<file path="src/rtl/display_scan_ctrl_pkg.sv">
// Shared constants for the seven-segment scan controller: BCD width, segment
// patterns (bit6=a ... bit0=g, active-high) and the scan FSM state type.
// No logic; imported by display_scan_ctrl and bcd7seg_decoder.
package display_scan_ctrl_pkg;

  localparam int BCD_W = 4;

  localparam logic [6:0] SEG_BLANK = 7'b0000000;
  localparam logic [6:0] SEG_0     = 7'b1111110;
  localparam logic [6:0] SEG_1     = 7'b0110000;
  localparam logic [6:0] SEG_2     = 7'b1101101;
  localparam logic [6:0] SEG_3     = 7'b1111001;
  localparam logic [6:0] SEG_4     = 7'b0110011;
  localparam logic [6:0] SEG_5     = 7'b1011011;
  localparam logic [6:0] SEG_6     = 7'b1011111;
  localparam logic [6:0] SEG_7     = 7'b1110000;
  localparam logic [6:0] SEG_8     = 7'b1111111;
  localparam logic [6:0] SEG_9     = 7'b1111011;

  typedef enum logic {
    ST_BLANK = 1'b0,
    ST_SHOW  = 1'b1
  } scan_state_t;

  function automatic int max_int(input int a, input int b);
    return (a > b) ? a : b;
  endfunction

endpackage

</file>
<file path="src/rtl/display_scan_ctrl_decoder.sv">
// Purpose: BCD to seven-segment decode; values 10..15 decode to blank.
// Latency: purely combinational, zero cycles.
// Backpressure: none.
// Ports: bcd (4-bit value in), seg (7-bit active-high segments, bit6=a).
module bcd7seg_decoder
  import display_scan_ctrl_pkg::*;
(
  input  logic [BCD_W-1:0] bcd,
  output logic [6:0]       seg
);

  always_comb begin
    seg = SEG_BLANK;
    case (bcd)
      4'd0:    seg = SEG_0;
      4'd1:    seg = SEG_1;
      4'd2:    seg = SEG_2;
      4'd3:    seg = SEG_3;
      4'd4:    seg = SEG_4;
      4'd5:    seg = SEG_5;
      4'd6:    seg = SEG_6;
      4'd7:    seg = SEG_7;
      4'd8:    seg = SEG_8;
      4'd9:    seg = SEG_9;
      default: seg = SEG_BLANK;
    endcase
  end

endmodule

</file>
<file path="src/rtl/display_scan_ctrl.sv">
// Purpose: time-multiplexed seven-segment scan with blanking gap and
//          double-buffered value (shadow -> active commit at frame end).
// Latency: outputs registered, one cycle behind the scan FSM; a load shows
//          between BLANK_CYCLES+1 cycles after the commit edge and one frame
//          plus BLANK_CYCLES+1 cycles. Backpressure: none, load always taken.
// Ports: clock, reset (sync, active-high), load/digits_in (packed BCD, digit 0
//        in [3:0]), segments (a..g), digit_en (one-hot), frame_done (pulse).
// Optional build macro: LEADING_ZERO_BLANK_EN suppresses leading zero digits
// (digit 0 is never suppressed; digit_en still pulses).
module display_scan_ctrl
  import display_scan_ctrl_pkg::*;
#(
  parameter int DIGITS       = 4,
  parameter int DWELL        = 50000,
  parameter int BLANK_CYCLES = 2
) (
  input  logic                      clock,
  input  logic                      reset,
  input  logic                      load,
  input  logic [BCD_W*DIGITS-1:0]   digits_in,
  output logic [6:0]                segments,
  output logic [DIGITS-1:0]         digit_en,
  output logic                      frame_done
);

  localparam int IDX_W   = $clog2(DIGITS);
  localparam int CNT_MAX = max_int(DWELL, BLANK_CYCLES);
  localparam int CNT_W   = $clog2(CNT_MAX + 1);

  localparam logic [CNT_W-1:0] DWELL_LAST = CNT_W'(DWELL - 1);
  localparam logic [CNT_W-1:0] BLANK_LAST = CNT_W'(BLANK_CYCLES - 1);
  localparam logic [IDX_W-1:0] IDX_LAST   = IDX_W'(DIGITS - 1);
  localparam logic [DIGITS-1:0] EN_ONE    = DIGITS'(1);

  scan_state_t              state, state_nxt;
  logic [CNT_W-1:0]         cnt, cnt_nxt;
  logic [IDX_W-1:0]         idx, idx_nxt;
  logic                     commit;
  logic [BCD_W*DIGITS-1:0]  shadow;
  logic [BCD_W*DIGITS-1:0]  active;
  logic                     pending;
  logic [BCD_W-1:0]         cur_bcd;
  logic [6:0]               dec_seg;
  logic                     suppress;

  // Scan FSM: BLANK for BLANK_CYCLES, then SHOW for DWELL, then next digit.
  always_comb begin
    state_nxt = state;
    cnt_nxt   = cnt + 1'b1;
    idx_nxt   = idx;
    commit    = 1'b0;
    case (state)
      ST_BLANK: begin
        if (cnt == BLANK_LAST) begin
          state_nxt = ST_SHOW;
          cnt_nxt   = '0;
        end
      end
      ST_SHOW: begin
        if (cnt == DWELL_LAST) begin
          state_nxt = ST_BLANK;
          cnt_nxt   = '0;
          if (idx == IDX_LAST) begin
            idx_nxt = '0;
            commit  = 1'b1;   // last digit done: frame boundary
          end else begin
            idx_nxt = idx + 1'b1;
          end
        end
      end
      default: begin
        state_nxt = ST_BLANK;
        cnt_nxt   = '0;
      end
    endcase
  end

  always_ff @(posedge clock) begin
    if (reset) begin
      state   <= ST_BLANK;
      cnt     <= '0;
      idx     <= '0;
      shadow  <= '0;
      active  <= '0;
      pending <= 1'b0;
    end else begin
      state <= state_nxt;
      cnt   <= cnt_nxt;
      idx   <= idx_nxt;
      if (load) begin
        shadow <= digits_in;
      end
      // A load on the commit edge bypasses the shadow so it shows this frame.
      if (commit) begin
        if (load) begin
          active <= digits_in;
        end else if (pending) begin
          active <= shadow;
        end
        pending <= 1'b0;
      end else if (load) begin
        pending <= 1'b1;
      end
    end
  end

  // Single shared decoder behind the digit mux.
  assign cur_bcd = active[int'(idx)*BCD_W +: BCD_W];

  bcd7seg_decoder u_dec (
    .bcd (cur_bcd),
    .seg (dec_seg)
  );

`ifdef LEADING_ZERO_BLANK_EN
  logic upper_zero;

  // Digit is a leading zero when it and every more significant digit is 0.
  always_comb begin
    upper_zero = 1'b1;
    for (int j = 0; j < DIGITS; j++) begin
      if ((j >= int'(idx)) && (active[j*BCD_W +: BCD_W] != '0)) begin
        upper_zero = 1'b0;
      end
    end
    suppress = (idx != '0) && upper_zero;
  end
`else
  assign suppress = 1'b0;
`endif

  always_ff @(posedge clock) begin
    if (reset) begin
      segments   <= SEG_BLANK;
      digit_en   <= '0;
      frame_done <= 1'b0;
    end else begin
      if (state == ST_SHOW) begin
        segments <= suppress ? SEG_BLANK : dec_seg;
        digit_en <= EN_ONE << idx;
      end else begin
        segments <= SEG_BLANK;
        digit_en <= '0;
      end
      frame_done <= commit;
    end
  end

endmodule

</file>
<file path="config.mk">
export PLATFORM = sky130hd
export DESIGN_NAME = display_scan_ctrl
export DESIGN_NICKNAME = d
export VERILOG_FILES = /design/src/rtl/display_scan_ctrl_pkg.sv /design/src/rtl/display_scan_ctrl_decoder.sv /design/src/rtl/display_scan_ctrl.sv
export SDC_FILE = /design/constraint.sdc
export NUM_CORES = 1
export LEC_CHECK = 0
export ABC_AREA = 1
export CAP_MARGIN = 20
export CELL_PAD_IN_SITES_DETAIL_PLACEMENT = 1
export CELL_PAD_IN_SITES_GLOBAL_PLACEMENT = 1
export CORE_MARGIN = 2
export CORE_UTILIZATION = 41
export DETAILED_ROUTE_END_ITERATION = 7
export GPL_ROUTABILITY_DRIVEN = 0
export PLACE_DENSITY = 0.85
export SETUP_SLACK_MARGIN = 0.5
export SKIP_CTS_REPAIR_TIMING = 1
export SLEW_MARGIN = 20
export SYNTH_ARGS = -nofsm -noshare
export SYNTH_HDL_FRONTEND = slang
export SYNTH_SLANG_ARGS = --single-unit
</file>
<file path="constraint.sdc">
create_clock -name clock -period 2.1 [get_ports clock]
set_clock_uncertainty 0.2 [all_clocks]
set_input_delay 0.21 -clock clock [delete_from_list [all_inputs] [get_ports clock]]
set_output_delay 0.21 -clock clock [all_outputs]
set_load 0.05 [all_outputs]
</file>
**Word-level counts from Yosys, hierarchy flattened**

Memories as Yosys holds them, arrays and structs flattened. A register that Yosys moved wholly into a read port is not among the register bits.
Index checks and enable logic that the tools add are counted.

- Output and inout bits: 12
- Bits in registers: 57
- Bits in read-only memories: 112
- Memories: 1
- Input port bits: 19
- Word-level logic and storage cells: 34

Memories:

| name | words | width | read ports | clocked after memory_dff | wr ports | RTL line | text |
|---|---|---|---|---|---|---|---|
| (name not given) | 16 | 7 | 1 | 1 | 0 | display_scan_ctrl_decoder.sv:14 | `case (bcd)` |

- Equality and inequality tests: 3
- Bitwise gates (word level): 1
- Shift-type cells: 2
- Multiplexer cells: 12
- Reductions and logical operators: 5
- $add $sub $neg: 2

Operator list:

| operator | number |
|---|---|
| $mux 16 | 4 |
| $pmux 16 s2 | 1 |
| $add 16x1->16 const B | 1 |
| $eq 16x1->1 const B | 1 |
| $eq 16x16->1 const B | 1 |
| $shiftx 16x5->4 | 1 |
| $mux 1 | 5 |
| $reduce_and 2->1 | 2 |
| $reduce_or 2->1 | 2 |
| $shl 1x2->4 const A | 1 |
| $add 2x1->2 const B | 1 |
| $eq 2x2->1 const B | 1 |
| $mux 2 | 1 |
| $pmux 1 s2 | 1 |
| $reduce_bool 2->1 | 1 |
| $not 1->1 | 1 |

**Depth between registers and ports, before layout**

- Depth after elaboration: 5
- Mapped depth: 12
- Depth with buffers taken out: 11

**Modules after synthesis**

A second synthesis with hierarchy kept.

- Cell total of the unflattened synthesis: 369
- Area, all modules: 2,815.2 um^2

Modules (own cells, without submodules):

| module | area each (um^2) | seq. area each (um^2) | instances | cells each |
|---|---|---|---|---|
| display_scan_ctrl | 2,600.0 | 1,281.2 | 1 | 328 |
| bcd7seg_decoder | 215.2 | 0.0 | 1 | 41 |

**Worst setup path before layout**

No wires, ideal clock.

- Kind: register to register
- From: reg idx[1]
- To: reg segments[1]
- Arrival time: 1,541 ps
- Period minus slack after synthesis: 1,813 ps
- Buffers on the path: 1
- Path slack: 287 ps
- Cell stages (with the launch flop): 11
- Library setup time: 72 ps
- Cells stage by stage: dfxtp_1 -> buf_2 -> inv_1 -> nand3_1 -> nand2_1 -> inv_1 -> ha_1 -> or2_2 -> nand2_1 -> nand2_1 -> a21oi_1

- Longest elaborated chain between the ends: 1

Ends and longest elaborated chain:

| item | RTL line | text |
|---|---|---|
| start: declaration | display_scan_ctrl.sv:37 | `logic [IDX_W-1:0] idx, idx_nxt;` |
| start signal: assignment | display_scan_ctrl.sv:89 | `idx <= idx_nxt;` |
| $shiftx 16x5->4 | display_scan_ctrl.sv:108 | `assign cur_bcd = active[int'(idx)*BCD_W +: BCD_W];` |
| end: declaration | display_scan_ctrl.sv:21 | `output logic [6:0] segments,` |

Every way passes these cells.
A chain may end at the register's enable or synchronous reset.

**Worst setup path in the final report**

- From: reg cnt[14]
- To: reg active[5]

- Longest elaborated chain between the ends: 4

Ends and longest elaborated chain:

| item | RTL line | text |
|---|---|---|
| start: declaration | display_scan_ctrl.sv:36 | `logic [CNT_W-1:0] cnt, cnt_nxt;` |
| start signal: assignment | display_scan_ctrl.sv:88 | `cnt <= cnt_nxt;` |
| $eq 16x16->1 | display_scan_ctrl.sv:60 | `if (cnt == DWELL_LAST) begin` |
| $mux 1 | display_scan_ctrl.sv:60 |  |
| $mux 1 | display_scan_ctrl.sv:52 | `case (state)` |
| $reduce_and 2->1 (no source line) | -- |  |
| end signal: assignment | display_scan_ctrl.sv:96 | `active <= digits_in;` |
| end signal: assignment | display_scan_ctrl.sv:98 | `active <= shadow;` |
| end: declaration | display_scan_ctrl.sv:40 | `logic [BCD_W*DIGITS-1:0] active;` |

Every way passes these cells.

==> results.py <==
metrics = {
    "status": {
        "outcome": "finished clean",
    },
    "critical_path": {
        "path_cells": "nand2_1, inv_1, nand2_1, nor2_4, nand3_4, buf_6, nor2_4, buf_6, nand3_2, nand2_1, nor2_1",
        "crit_top_cell": "nand2_1",
        "end_kind": "flip-flop",
        "critPathLaunchType": "flip-flop",
        "cpPeakStageDelay_ns": 0.42,
        "arrival_ns": 2.07,
        "cp.required_ns": 2.16,
        "slowest_stage": "dfxtp_1",
        "crit_fanout": 5,
        "path_buf_inv": 3,
        "critical-path-top-delay-family": "simple AND/OR/NAND/NOR gates",
        "crit_type": "flip-flop to flip-flop",
    },
    "global_route": {
        "grt_pass1_wl_mm": 11.1,
        "grt_max_degree": 20,
        "antenna_found_initial": 0,
        "overflow": 0,
        "grtUsageTotal_pct": 19.0,
        "grt_pass1_vias": 2461,
    },
    "synthesis": {
        "synth-seq-cells": 64,
        "synth_area_leaders": "dfxtp_1, nor2_1, nand2_1, mux2i_1, nand3_1",
        "syn_area_per_cell_um2": 7.73,
        "synth_commonest_cells": "nor2_1, nand2_1, dfxtp_1, nand3_1, inv_1",
        "synth-simple-area-share_pct": 31.8,
        "synthAdderAreaFrac_pct": 4.03,
        "synthCells": 362,
        "synth_xor_area_share_pct": 3.13,
        "synth_top_family_by_area": "simple AND/OR/NAND/NOR gates",
        "seq_area_frac_synth_pct": 45.8,
        "synth_most_common_cell": "nor2_1",
        "synth_compound_area_share_pct": 3.76,
        "synthArstFlopShare_pct": 0,
        "yosysTopAreaCell": "dfxtp_1",
        "synth.area.mux_share_pct": 5.72,
        "yosysWarnings": 0,
        "synth.top_cell.area_share_pct": 45.8,
        "synth_top_flop_cell": "dfxtp_1",
        "synth_edf_count": 0,
        "synth.distinct_cells": 28,
        "synth_fp_nets": 390,
        "syn_area_um2": 2800,
    },
    "cts": {
        "cts-root-buf": "clkbuf_8",
        "clock_path_buffers": 2,
        "worstSkewPairLatency_ns": 0.36,
        "clock-sinks": 64,
        "clk_pin_slew_ns": 0.08,
        "h-tree-depth": 3,
        "cts_buffers": 9,
        "cts_tree": "done",
    },
    "place": {
        "place_inst": 470,
        "portBuffers": 30,
        "placed_area_um2": 3300,
        "hpwlAfterDp_mm": 5.05,
    },
    "sta": {
        "setup_viol": 0,
        "rsz0062_at_grt": "true",
        "fin_crit_ns": 2.01,
        "worst_pin_slew_ns": 0.512,
        "final-max-slew-violation-count": 0,
        "relSlewSlack_pct": 65.8,
        "fmax_mhz": 498,
        "min_period_over_period_pct": 95.6,
        "hold_viol_final": 0,
        "setup_tns_ns": 0,
    },
    "floorplan": {
        "die-area_um2": 7500,
        "core_um2": 6680,
        "die_w_um": 86.6,
        "die_h_um": 86.6,
        "ioPinCount": 31,
        "std_cell_rows": 30,
        "initial_core_util_pct": 41.9,
    },
    "layout": {
        "stdcell_count": 517,
        "drive_above_1_share_pct": 32.0,
        "final_area_um2": 4080,
        "antenna_cells": 0,
        "n_fill_cell": 786,
        "synthToLayoutAreaGrowth_pct": 45.7,
        "nets": 460,
    },
    "detailed_routing": {
        "drc": 0,
        "dr.pass1.iters": 4,
        "wl_per_cell_um": 20.7,
        "num_vias": 2865,
        "drt_iter0_drc": 163,
        "avgViaCountPerCell": 5.54,
        "ant_nets": 0,
        "routed_wl_mm": 10.7,
    },
    "pwr": {
        "finalPower_w": 0.00268,
        "leakage_nw": 1.87,
        "ir_drop_uv": 405,
        "cellPowerDensity_nw_per_um2": 658,
    },
    "flow_run": {
        "cap_violations": 0,
    },
    "min_path": {
        "hold_class": "flip-flop to flip-flop",
    },
}
[routing by layer]
metal	vias to the layer above	share of wire (%)	GRT usage [%]
li1	1295	-	-
met4	0	4.5	8.52
met2	137	51	30.9
met1	1386	40	24.7
met3	47	5.3	3.33
met5	-	0	0
[final cells by class]
type / instances / area, µm² / share of cell area [%]
multi-input combinational: 261 / 1680 / 41.1
sequential: 64 / 1300 / 32.0
timing repair buffer: 68 / 697 / 17.1
clock buffer: 10 / 138 / 3.38
inverter: 27 / 111 / 2.73
tap: 80 / 100 / 2.46
clock inverter: 6 / 43.8 / 1.07
timing repair inverter: 1 / 5.00 / 0.123
[placed cells by master, fill, tap and decap left out, types with 3 or more instances in the layout]
| cell | n |
|---|---|
| nand3_1 | 8 |
| dfxtp_2 | 6 |
| buf_6 | 13 |
| clkdlybuf4s50_1 | 18 |
| nand3_4 | 5 |
| mux2i_1 | 16 |
| ha_4 | 4 |
| buf_4 | 22 |
| nor3_4 | 3 |
| nor3_1 | 9 |
| clkinvlp_4 | 4 |
| nor2_2 | 8 |
| nor2_4 | 6 |
| nand3_2 | 16 |
| a21oi_1 | 6 |
| xnor2_1 | 3 |
| dfxtp_4 | 4 |
| nor2_1 | 76 |
| dfxtp_1 | 54 |
| clkbuf_8 | 10 |
| inv_2 | 6 |
| nand2_2 | 16 |
| nand2_1 | 52 |
| xor2_1 | 7 |
| nand4_1 | 4 |
| inv_1 | 18 |
| o21ai_1 | 4 |
| dlymetal6s2s_1 | 12 |
| ha_1 | 4 |
[metrics by stage]
stage                     setup WS [ns]  util (%)  hold slack (ns)
after global routing             0.0461      61.0            0.289
after CTS                         0.114      52.0            0.272
after floorplan                   0.453         -            0.177
after detailed placement          0.153      49.3            0.264
final                            0.0928      61.0            0.266
after global placement            0.206      49.3            0.248
[where the power goes]
part,internal (W),leakage [nW],switching [W]
registers,0.00127,0.526,0.0000328
clock network,0.000461,0.0809,0.000534
logic,0.000140,1.26,0.000240
[registers in the layout, summed over array words and instances (netlist names)]
signal / flops
segments: 7
frame_done: 1
state: 1
idx: 2
digit_en: 4
cnt: 16
active: 16
pending: 1
shadow: 16
[logic make-up (layout without fill, tap and decap cells)]
kind of cell               count (synthesis)  after routing
buffers and inverters                     39            112
muxes                                     16             16
and+or+nand+nor                          205            207
DFF                                       64             64
AOI/OAI and AO/OA                         19             19
adders and majority gates                  9              9
xor gates and xnor gates                  10             10
[worst paths after layout]
path	from	endpoint	slack, ns	cells past startpoint
worst min register to register	cnt[0]	cnt[0]	0.27	1
worst max register to register	cnt[14]	active[5]	0.09	11
worst min-delay path	cnt[0]	cnt[0]	0.27	1
worst max-delay path	cnt[14]	active[5]	0.09	11
(Power assumes the default switching activity.)
